==> config.mk <==
export PLATFORM = sky130hd
export DESIGN_NAME = booth_multiplier_n
export DESIGN_NICKNAME = d
export VERILOG_FILES = /design/src/rtl/booth_multiplier_n.sv
export SDC_FILE = /design/constraint.sdc
export NUM_CORES = 1
export LEC_CHECK = 0
export CORE_ASPECT_RATIO = 0.9
export CORE_MARGIN = 10
export CORE_UTILIZATION = 50
export DETAILED_ROUTE_END_ITERATION = 16
export GPL_TIMING_DRIVEN = 0
export PLACE_DENSITY = 0.78
export SLEW_MARGIN = 20
export SYNTH_ARGS = -nofsm -noshare
export SYNTH_HDL_FRONTEND = slang
export SYNTH_SLANG_ARGS = --single-unit
==> constraint.sdc <==
create_clock -name Clk -period 6.1 [get_ports Clk]
set_clock_uncertainty 0.2 [all_clocks]
set_input_delay 1.22 -clock Clk [delete_from_list [all_inputs] [get_ports Clk]]
set_output_delay 1.22 -clock Clk [all_outputs]
set_load 0.02 [all_outputs]
==> src/rtl/booth_multiplier_n.sv <==
// Sequential WIDTH-bit shift-add multiplier with signed/unsigned mode.
// Product ends in X:A:B; one ADD and one SHIFT cycle per multiplier bit.
module booth_multiplier_n #(
   parameter int WIDTH = 8
) (
   input  logic             Clk,
   input  logic             Reset_Load_Clear,
   input  logic             Run,
   input  logic [WIDTH-1:0] SW,
   input  logic             Signed_Mode,
   output logic [WIDTH-1:0] Aval,
   output logic [WIDTH-1:0] Bval,
   output logic             Xval,
   output logic             Busy,
   output logic             Done
);
   localparam int CW = (WIDTH > 2) ? $clog2(WIDTH) : 1;

   typedef enum logic [2:0] {IDLE, CLEAR, ADD, SHIFT, HOLD} state_t;

   state_t           state, state_nxt;
   logic [WIDTH-1:0] a, b, s;
   logic             x, mode, run_prev;
   logic [CW-1:0]    cnt;
   logic             start, last;
   logic [WIDTH:0]   ext_a, ext_s, sum;

   assign start = Run && !run_prev && (state == IDLE || state == HOLD);
   assign last  = (cnt == CW'(WIDTH-1));
   assign ext_a = mode ? {a[WIDTH-1], a} : {1'b0, a};
   assign ext_s = mode ? {s[WIDTH-1], s} : {1'b0, s};
   // The top multiplier bit carries negative weight in two's complement.
   assign sum   = (mode && last) ? (ext_a - ext_s) : (ext_a + ext_s);

   always_ff @(posedge Clk) begin
      if (Reset_Load_Clear) state <= IDLE;
      else                  state <= state_nxt;
   end

   always_comb begin
      state_nxt = state;
      case (state)
         IDLE, HOLD: if (start) state_nxt = CLEAR;
         CLEAR:      state_nxt = ADD;
         ADD:        state_nxt = SHIFT;
         SHIFT:      state_nxt = last ? HOLD : ADD;
         default:    state_nxt = IDLE;
      endcase
   end

   always_ff @(posedge Clk) begin
      if (Reset_Load_Clear) begin
         a        <= '0;
         x        <= 1'b0;
         b        <= SW;
         s        <= '0;
         mode     <= 1'b0;
         cnt      <= '0;
         // Treat Run as already high so a held Run cannot start an operation.
         run_prev <= 1'b1;
      end else begin
         run_prev <= Run;
         case (state)
            IDLE, HOLD: begin
               if (start) begin
                  s    <= SW;
                  mode <= Signed_Mode;
               end
            end
            CLEAR: begin
               a   <= '0;
               x   <= 1'b0;
               cnt <= '0;
            end
            ADD: begin
               if (b[0]) {x, a} <= sum;
            end
            SHIFT: begin
               x   <= mode ? x : 1'b0;
               a   <= {x, a[WIDTH-1:1]};
               b   <= {a[0], b[WIDTH-1:1]};
               cnt <= cnt + CW'(1);
            end
            default: ;
         endcase
      end
   end

   assign Aval = a;
   assign Bval = b;
   assign Xval = x;
   assign Busy = (state == CLEAR) || (state == ADD) || (state == SHIFT);
   assign Done = (state == HOLD);
endmodule
==> results of run 1 <==
power groups by stage:
stage | logic (mW) | clock network (mW) | registers [mW]
global placement | 0.161 | 0 | 0.251
CTS | 0.164 | 0.211 | 0.246
floorplan | 0.109 | 0 | 0.258
detailed placement | 0.163 | 0 | 0.251
global route | 0.184 | 0.218 | 0.248
finish | 0.164 | 0.208 | 0.246
final cells by class:
| type | count | area share [%] |
|---|---|---|
| multi-input combinational | 175 | 47.2 |
| timing repair buffer | 29 | 12.1 |
| tap | 46 | 2.40 |
| clock inverter | 3 | 1.72 |
| inverter | 7 | 1.10 |
| sequential | 33 | 30.9 |
| clock buffer | 5 | 2.87 |
| buffer | 9 | 1.62 |
how the worst max path moves through the flow:
stage / cells after the start / slack (ps) / endpoint
after floorplan: 12 / 3380 / Xval
final: 4 / 2970 / Done
after global placement: 12 / 3130 / Aval[5]
after global routing: 12 / 2780 / Aval[5]
after CTS: 4 / 2970 / Done
after detailed placement: 12 / 3070 / Aval[5]
registers in the layout, summed over array words and instances (netlist names):
register / cells
cnt: 3
Xval: 1
run_prev: 1
Aval: 8
state: 3
mode: 1
s: 8
Bval: 8
per-layer routing:
| metal | part of all wire (%) | GRT usage (%) | vias up |
|---|---|---|---|
| met2 | 43 | 20.1 | 49 |
| met3 | 7.2 | 6.12 | 10 |
| met5 | 0 | 0 | - |
| met1 | 48 | 16.2 | 790 |
| met4 | 1.6 | 4.93 | 0 |
| li1 | - | - | 866 |
stage by stage:
step / std cells / hold slack [ps]
6_report: 307 / 256
5_1_grt: 307 / 281
4_1_cts: 307 / 260
3_5_place_dp: 299 / 252
3_3_place_gp: 299 / 246
2_1_floorplan: 224 / 236
cell families after synthesis:
group | after synthesis
buffers and inverters | 16
adder cells (fa/ha/maj) | 12
AO/OA/AOI/OAI | 50
multiplexers | 9
XOR/XNOR | 8
flip-flops | 33
AND/OR/NAND/NOR | 96
cell usage after synthesis, drive strengths merged:
library cell	count	share of area (%)
nand2	32	6.2
nor2	26	5.2
dfxtp	25	26
a21oi	22	5.7
o21ai	12	3.3
ha	11	7.1
edfxtp	8	12
inv	7	1.4
mux2	7	4.1
nor3	7	2.3
nand3	6	1.6
clkbuf	5	0.97
nand2b	5	1.6
xnor2	5	2.3
buf	4	1.0
nor2b	4	1.3
nor3b	4	2.1
a211oi	3	1.2
or2	3	0.97
or3	3	0.97
xor2	3	1.4
a221oi	2	0.90
a22oi	2	0.77
a311oi	2	1.2
and2	2	0.65
mux2i	2	1.0
nor4	2	1.4
o21a	2	0.77
a221o	1	0.52
a31oi	1	0.32
fa	1	1.0
nand3b	1	0.39
o211a	1	0.52
o31a	1	0.45
o32ai	1	0.84
or3b	1	0.45
worst max-delay path, cell delays in order (launching register included):
cell and delay (ps):
dfxtp_1 320, buf_2 180, nor2_1 140, and2_1 160
clkdlybuf4s50_1 610
==> results.sh, run 1 <==
export IMPL_worst_slew_pin_slew_ps=562
export IMPL_postSynthCellCount=224
export IMPL_wirelength_um=4440
export IMPL_cellPowerDensity_nw_per_um2=258
export IMPL_drive_above_1_share_pct=11.5
export IMPL_multi_input_area_um2=1130
export IMPL_cp_max_fo=10
export IMPL_synth_nets=248
export IMPL_postCtsSetupRepairBufs=0
export IMPL_timing_critical_path_from="state[0]"
export IMPL_cap_violations=0
export IMPL_die_w_um=85.6
export IMPL_setup_ws_ps=2970
export IMPL_reg2reg_to="Aval[5]"
export IMPL_holdPathStages=2
export IMPL_combPwrFrac_pct=26.5
export IMPL_setup_violations=0
export IMPL_fin_crit_sh_pct=51.3
export IMPL_grt_pass1_wl_um=7450
export IMPL_rows=21
export IMPL_clock_latency_ps=290
export IMPL_overflow=0
export IMPL_r2r_start="cnt[0]"
export IMPL_fmax_mhz=320
export IMPL_ir_drop_mv=0.164
export IMPL_antenna_found_initial=0
export IMPL_ff_latch_area_um2=741
export IMPL_io_pins=31
export IMPL_yosys_area_share_simple_pct=25.1
export IMPL_outcome="complete, no violations"
export IMPL_die_h_um=79.0
export IMPL_dieArea_um2=6770
export IMPL_power_mw=0.618
export IMPL_first_global_vias=1608
export IMPL_hold_viol_final=0
export IMPL_ys_seq_area_share_pct=38.2
export IMPL_htreeDepth=2
export IMPL_cts_buffers=5
export IMPL_syn_cell_area_um2=1940
export IMPL_synth_seq_cells=33
export IMPL_cp_arrival_ps=1710
export IMPL_via_count=1715
export IMPL_syn_area_per_cell_um2=8.65
export IMPL_critPathKind="reg -> out"
export IMPL_rsz0062_at_grt="false"
export IMPL_stdcell_area_um2=2390
export IMPL_switching_power_mw=0.186
export IMPL_hold_path_class="reg -> reg"
export IMPL_final_common_cell="nand2_1"
export IMPL_fill_cells=324
export IMPL_place_ws_ps=3070
export IMPL_clkSinkCount=33
export IMPL_gp_congestion=0.823
export IMPL_drtAntennaViolNets=0
export IMPL_worstPathRequired_ps=4680
export IMPL_routedWlPerCell_um=14.5
export IMPL_p_int_mw=0.432
export IMPL_pwr_share_clk_pct=33.7
export IMPL_synth_top_family_by_area="simple AND/OR/NAND/NOR gates"
export IMPL_whs_endpoint="cnt[2]"
export IMPL_grt_start_max_net_pins=12
export IMPL_ctsHoldBuffers=0
export IMPL_cts_tree="done"
export IMPL_netSwitchingFraction_pct=30.0
export IMPL_end_kind="output pin"
export IMPL_drtPass1Iterations=6
export IMPL_cts_resized=0
export IMPL_relSlewSlack_pct=62.4
export IMPL_clock_root_buffer="clkbuf_8"
export IMPL_synth_compound_area_share_pct=16.5
export IMPL_reg2reg_depth=12
export IMPL_synthMuxAreaShare_pct=5.10
export IMPL_synth_fa_ha_area_share_pct=8.14
export IMPL_start_util_pct=51.9
export IMPL_diodes=0
export IMPL_final_net_count=284
export IMPL_p_seq_share_pct=39.8
export IMPL_clk_pin_slew_worst_paths_ps=80
export IMPL_fin_crit_ps=3130
export IMPL_yosys_warnings=0
export IMPL_slew_violations=0
export IMPL_grtUsageTotal_pct=13.3
export IMPL_drc=0
export IMPL_reg2reg_setup_slack_ps=3060
export IMPL_clock_path_buffers=2
export IMPL_hold_path_startpoint="cnt[2]"
export IMPL_post_route_util_pct=64.2
export IMPL_core_um2=3730
export IMPL_post_dp_cell_area_um2=2280
export IMPL_mostFrequentLayoutCells="nand2_1 (32), clkdlybuf4s50_1 (29), dfxtp_1 (25), nor2_1 (25), a21oi_1 (22)"
export IMPL_synthXorXnorAreaFrac_pct=3.62
export IMPL_start_kind="flip-flop"
export IMPL_leakagePower_nw=0.879
export IMPL_viasPerCell=5.59
export IMPL_fin_tns_setup_ps=0
export IMPL_syn_to_final_growth_pct=23.6
export IMPL_dp_hpwl_um=3330
export IMPL_synth_cell_types=43
export IMPL_portBuffers=29
export IMPL_first_iter_violations=88
Note: power is estimated with default switching activity, not from simulation.
==> run 2, diff against run 1 <==
==> constraint.sdc (replaced) <==
create_clock -name Clk -period 2.91 [get_ports Clk]
set_clock_uncertainty 0.2 [all_clocks]
set_input_delay 0.582 -clock Clk [delete_from_list [all_inputs] [get_ports Clk]]
set_output_delay 0.582 -clock Clk [all_outputs]
set_load 0.02 [all_outputs]
==> run 2 against run 1 <==
Net effect: worst setup slack got worse by 2800 ps; non-clock buffer count up 2; critical path type is now reg -> reg; worst hold slack gained 15 ps; wire length increased by 2.1%; final cell count rose by 0.65%; highest routed layer unchanged; combinational power up 120%.
==> results.sh, run 2 (synthesis results as in run 1) <==
export IMPL_grtUsageTotal_pct=13.4
export IMPL_reg2reg_setup_slack_ps=170
export IMPL_clock_latency_ps=290
export IMPL_timing_critical_path_from="cnt[0]"
export IMPL_routedWlPerCell_um=14.7
export IMPL_worstPathRequired_ps=2880
export IMPL_netSwitchingFraction_pct=30.2
export IMPL_io_pins=31
export IMPL_portBuffers=29
export IMPL_mostFrequentLayoutCells="nand2_1 (32), clkdlybuf4s50_1 (29), nor2_1 (25)"
export IMPL_post_route_util_pct=65.3
export IMPL_leakagePower_nw=0.888
export IMPL_worst_slew_pin_slew_ps=555
export IMPL_first_global_vias=1620
export IMPL_drtPass1Iterations=4
export IMPL_dp_cells=299
export IMPL_start_util_pct=51.9
export IMPL_syn_to_final_growth_pct=25.8
export IMPL_stdcell_area_um2=2440
export IMPL_core_um2=3730
export IMPL_fin_cells=309
export IMPL_rows=21
export IMPL_start_kind="flip-flop"
export IMPL_htreeDepth=2
export IMPL_power_mw=1.32
export IMPL_combPwrFrac_pct=27.5
export IMPL_clk_pin_slew_worst_paths_ps=80
export IMPL_cts_buffers=5
export IMPL_overflow=0
export IMPL_final_common_cell="nand2_1"
export IMPL_fin_tns_setup_ps=0
export IMPL_slew_violations=0
export IMPL_timing_hold_ws_ps=270
export IMPL_die_w_um=85.6
export IMPL_antenna_found_initial=0
export IMPL_gp_congestion=0.823
export IMPL_outcome="complete, no violations"
export IMPL_cts_tree="done"
export IMPL_relSlewSlack_pct=62.8
export IMPL_viasPerCell=5.49
export IMPL_p_int_mw=0.918
export IMPL_critPathKind="reg -> reg"
export IMPL_end_kind="flip-flop"
export IMPL_grt_pass1_wl_um=7480
export IMPL_via_count=1696
export IMPL_grt_start_max_net_pins=12
export IMPL_fin_crit_sh_pct=94.1
export IMPL_fill_cells=315
export IMPL_fin_crit_ps=2740
export IMPL_clock_path_buffers=2
export IMPL_final_net_count=286
export IMPL_diodes=0
export IMPL_cap_violations=0
export IMPL_pwr_share_clk_pct=33.3
export IMPL_p_seq_share_pct=39.2
export IMPL_wirelength_um=4540
export IMPL_first_iter_violations=97
export IMPL_clkSinkCount=33
export IMPL_drc=0
export IMPL_die_h_um=79.0
export IMPL_switching_power_mw=0.397
export IMPL_place_ws_ps=-123
export IMPL_reg2reg_depth=12
export IMPL_hold_viol_final=0
export IMPL_hold_path_class="reg -> reg"
export IMPL_crit_end="Xval"
export IMPL_dieArea_um2=6770
export IMPL_dp_hpwl_um=3330
export IMPL_drtAntennaViolNets=0
export IMPL_cp_max_fo=6
export IMPL_setup_violations=0
export IMPL_fmax_mhz=365
export IMPL_cellPowerDensity_nw_per_um2=540
export IMPL_clock_root_buffer="clkbuf_8"
export IMPL_r2r_start="cnt[0]"
export IMPL_cp_arrival_ps=2710
export IMPL_ir_drop_mv=0.345
export IMPL_drive_above_1_share_pct=14.4
export IMPL_multi_input_area_um2=1160
export IMPL_reg2reg_to="Xval"
export IMPL_setup_ws_ps=172
export IMPL_post_dp_cell_area_um2=2280
export IMPL_ff_latch_area_um2=742
## run 2: worst min-delay path by stage
stage | startpoint | end | cells past startpoint | slack (ps)
CTS | cnt[2] | cnt[2] | 2 | 260
global route | cnt[1] | cnt[1] | 2 | 300
finish | cnt[1] | cnt[1] | 2 | 270
floorplan | cnt[1] | cnt[1] | 2 | 240
detailed placement | cnt[2] | cnt[2] | 2 | 250
global placement | cnt[2] | cnt[2] | 2 | 250
## run 2: cell type report
type / instances / share of cell area (%)
Multi-Input combinational cell: 175 / 47.5
Sequential cell: 33 / 30.5
Timing Repair Buffer: 31 / 12.5
Clock buffer: 5 / 2.82
Tap cell: 46 / 2.36
Clock inverter: 3 / 1.69
Buffer: 9 / 1.59
Inverter: 7 / 1.08
## run 2: worst max-delay path: stages, from the launching register on
cell and delay, ps:
dfxtp_2 330, ha_2 190, ha_4 180, and2_4 170, nor2_1 110, xnor2_1 130, ha_1 270, nor2b_1 170
o31a_1 280, o211a_1 210, nor2_1 110, xor2_1 180, o32ai_2 90
## run 2: routing by layer
layer / global-route usage, % / vias to the layer above / share of wire (%)
met3: 6.12 / 8 / 7.6
met2: 20.2 / 48 / 43
met1: 16.2 / 776 / 48
li1: - / 864 / -
met4: 4.93 / 0 / 1.6
met5: 0 / - / 0
## run 2: power groups by stage
stage	registers [mW]	logic [mW]	clock network [mW]
detailed placement	0.525	0.342	0
global placement	0.525	0.336	0
floorplan	0.542	0.228	0
global route	0.519	0.404	0.458
CTS	0.516	0.346	0.443
finish	0.516	0.362	0.437
## run 2: timing repair
item                       in CTS  in global routing
hold endpoints to repair        0                  0
resized for setup               3                  6
setup buffers                   0                  2
setup endpoints to repair       2                  5
pin swaps                       0                  3
hold buffers                    0                  0
==> run 3, diff against run 2 <==
--- a/config.mk
+++ b/config.mk
@@ -5,13 +5,13 @@
 export SDC_FILE = /design/constraint.sdc
 export NUM_CORES = 1
 export LEC_CHECK = 0
+export CAP_MARGIN = 20
 export CORE_ASPECT_RATIO = 0.9
 export CORE_MARGIN = 10
 export CORE_UTILIZATION = 50
 export DETAILED_ROUTE_END_ITERATION = 16
 export GPL_TIMING_DRIVEN = 0
 export PLACE_DENSITY = 0.78
-export SLEW_MARGIN = 20
 export SYNTH_ARGS = -nofsm -noshare
 export SYNTH_HDL_FRONTEND = slang
 export SYNTH_SLANG_ARGS = --single-unit
==> results of run 3 <==
Final layout, timing and power as in run 2 (identical DEF).
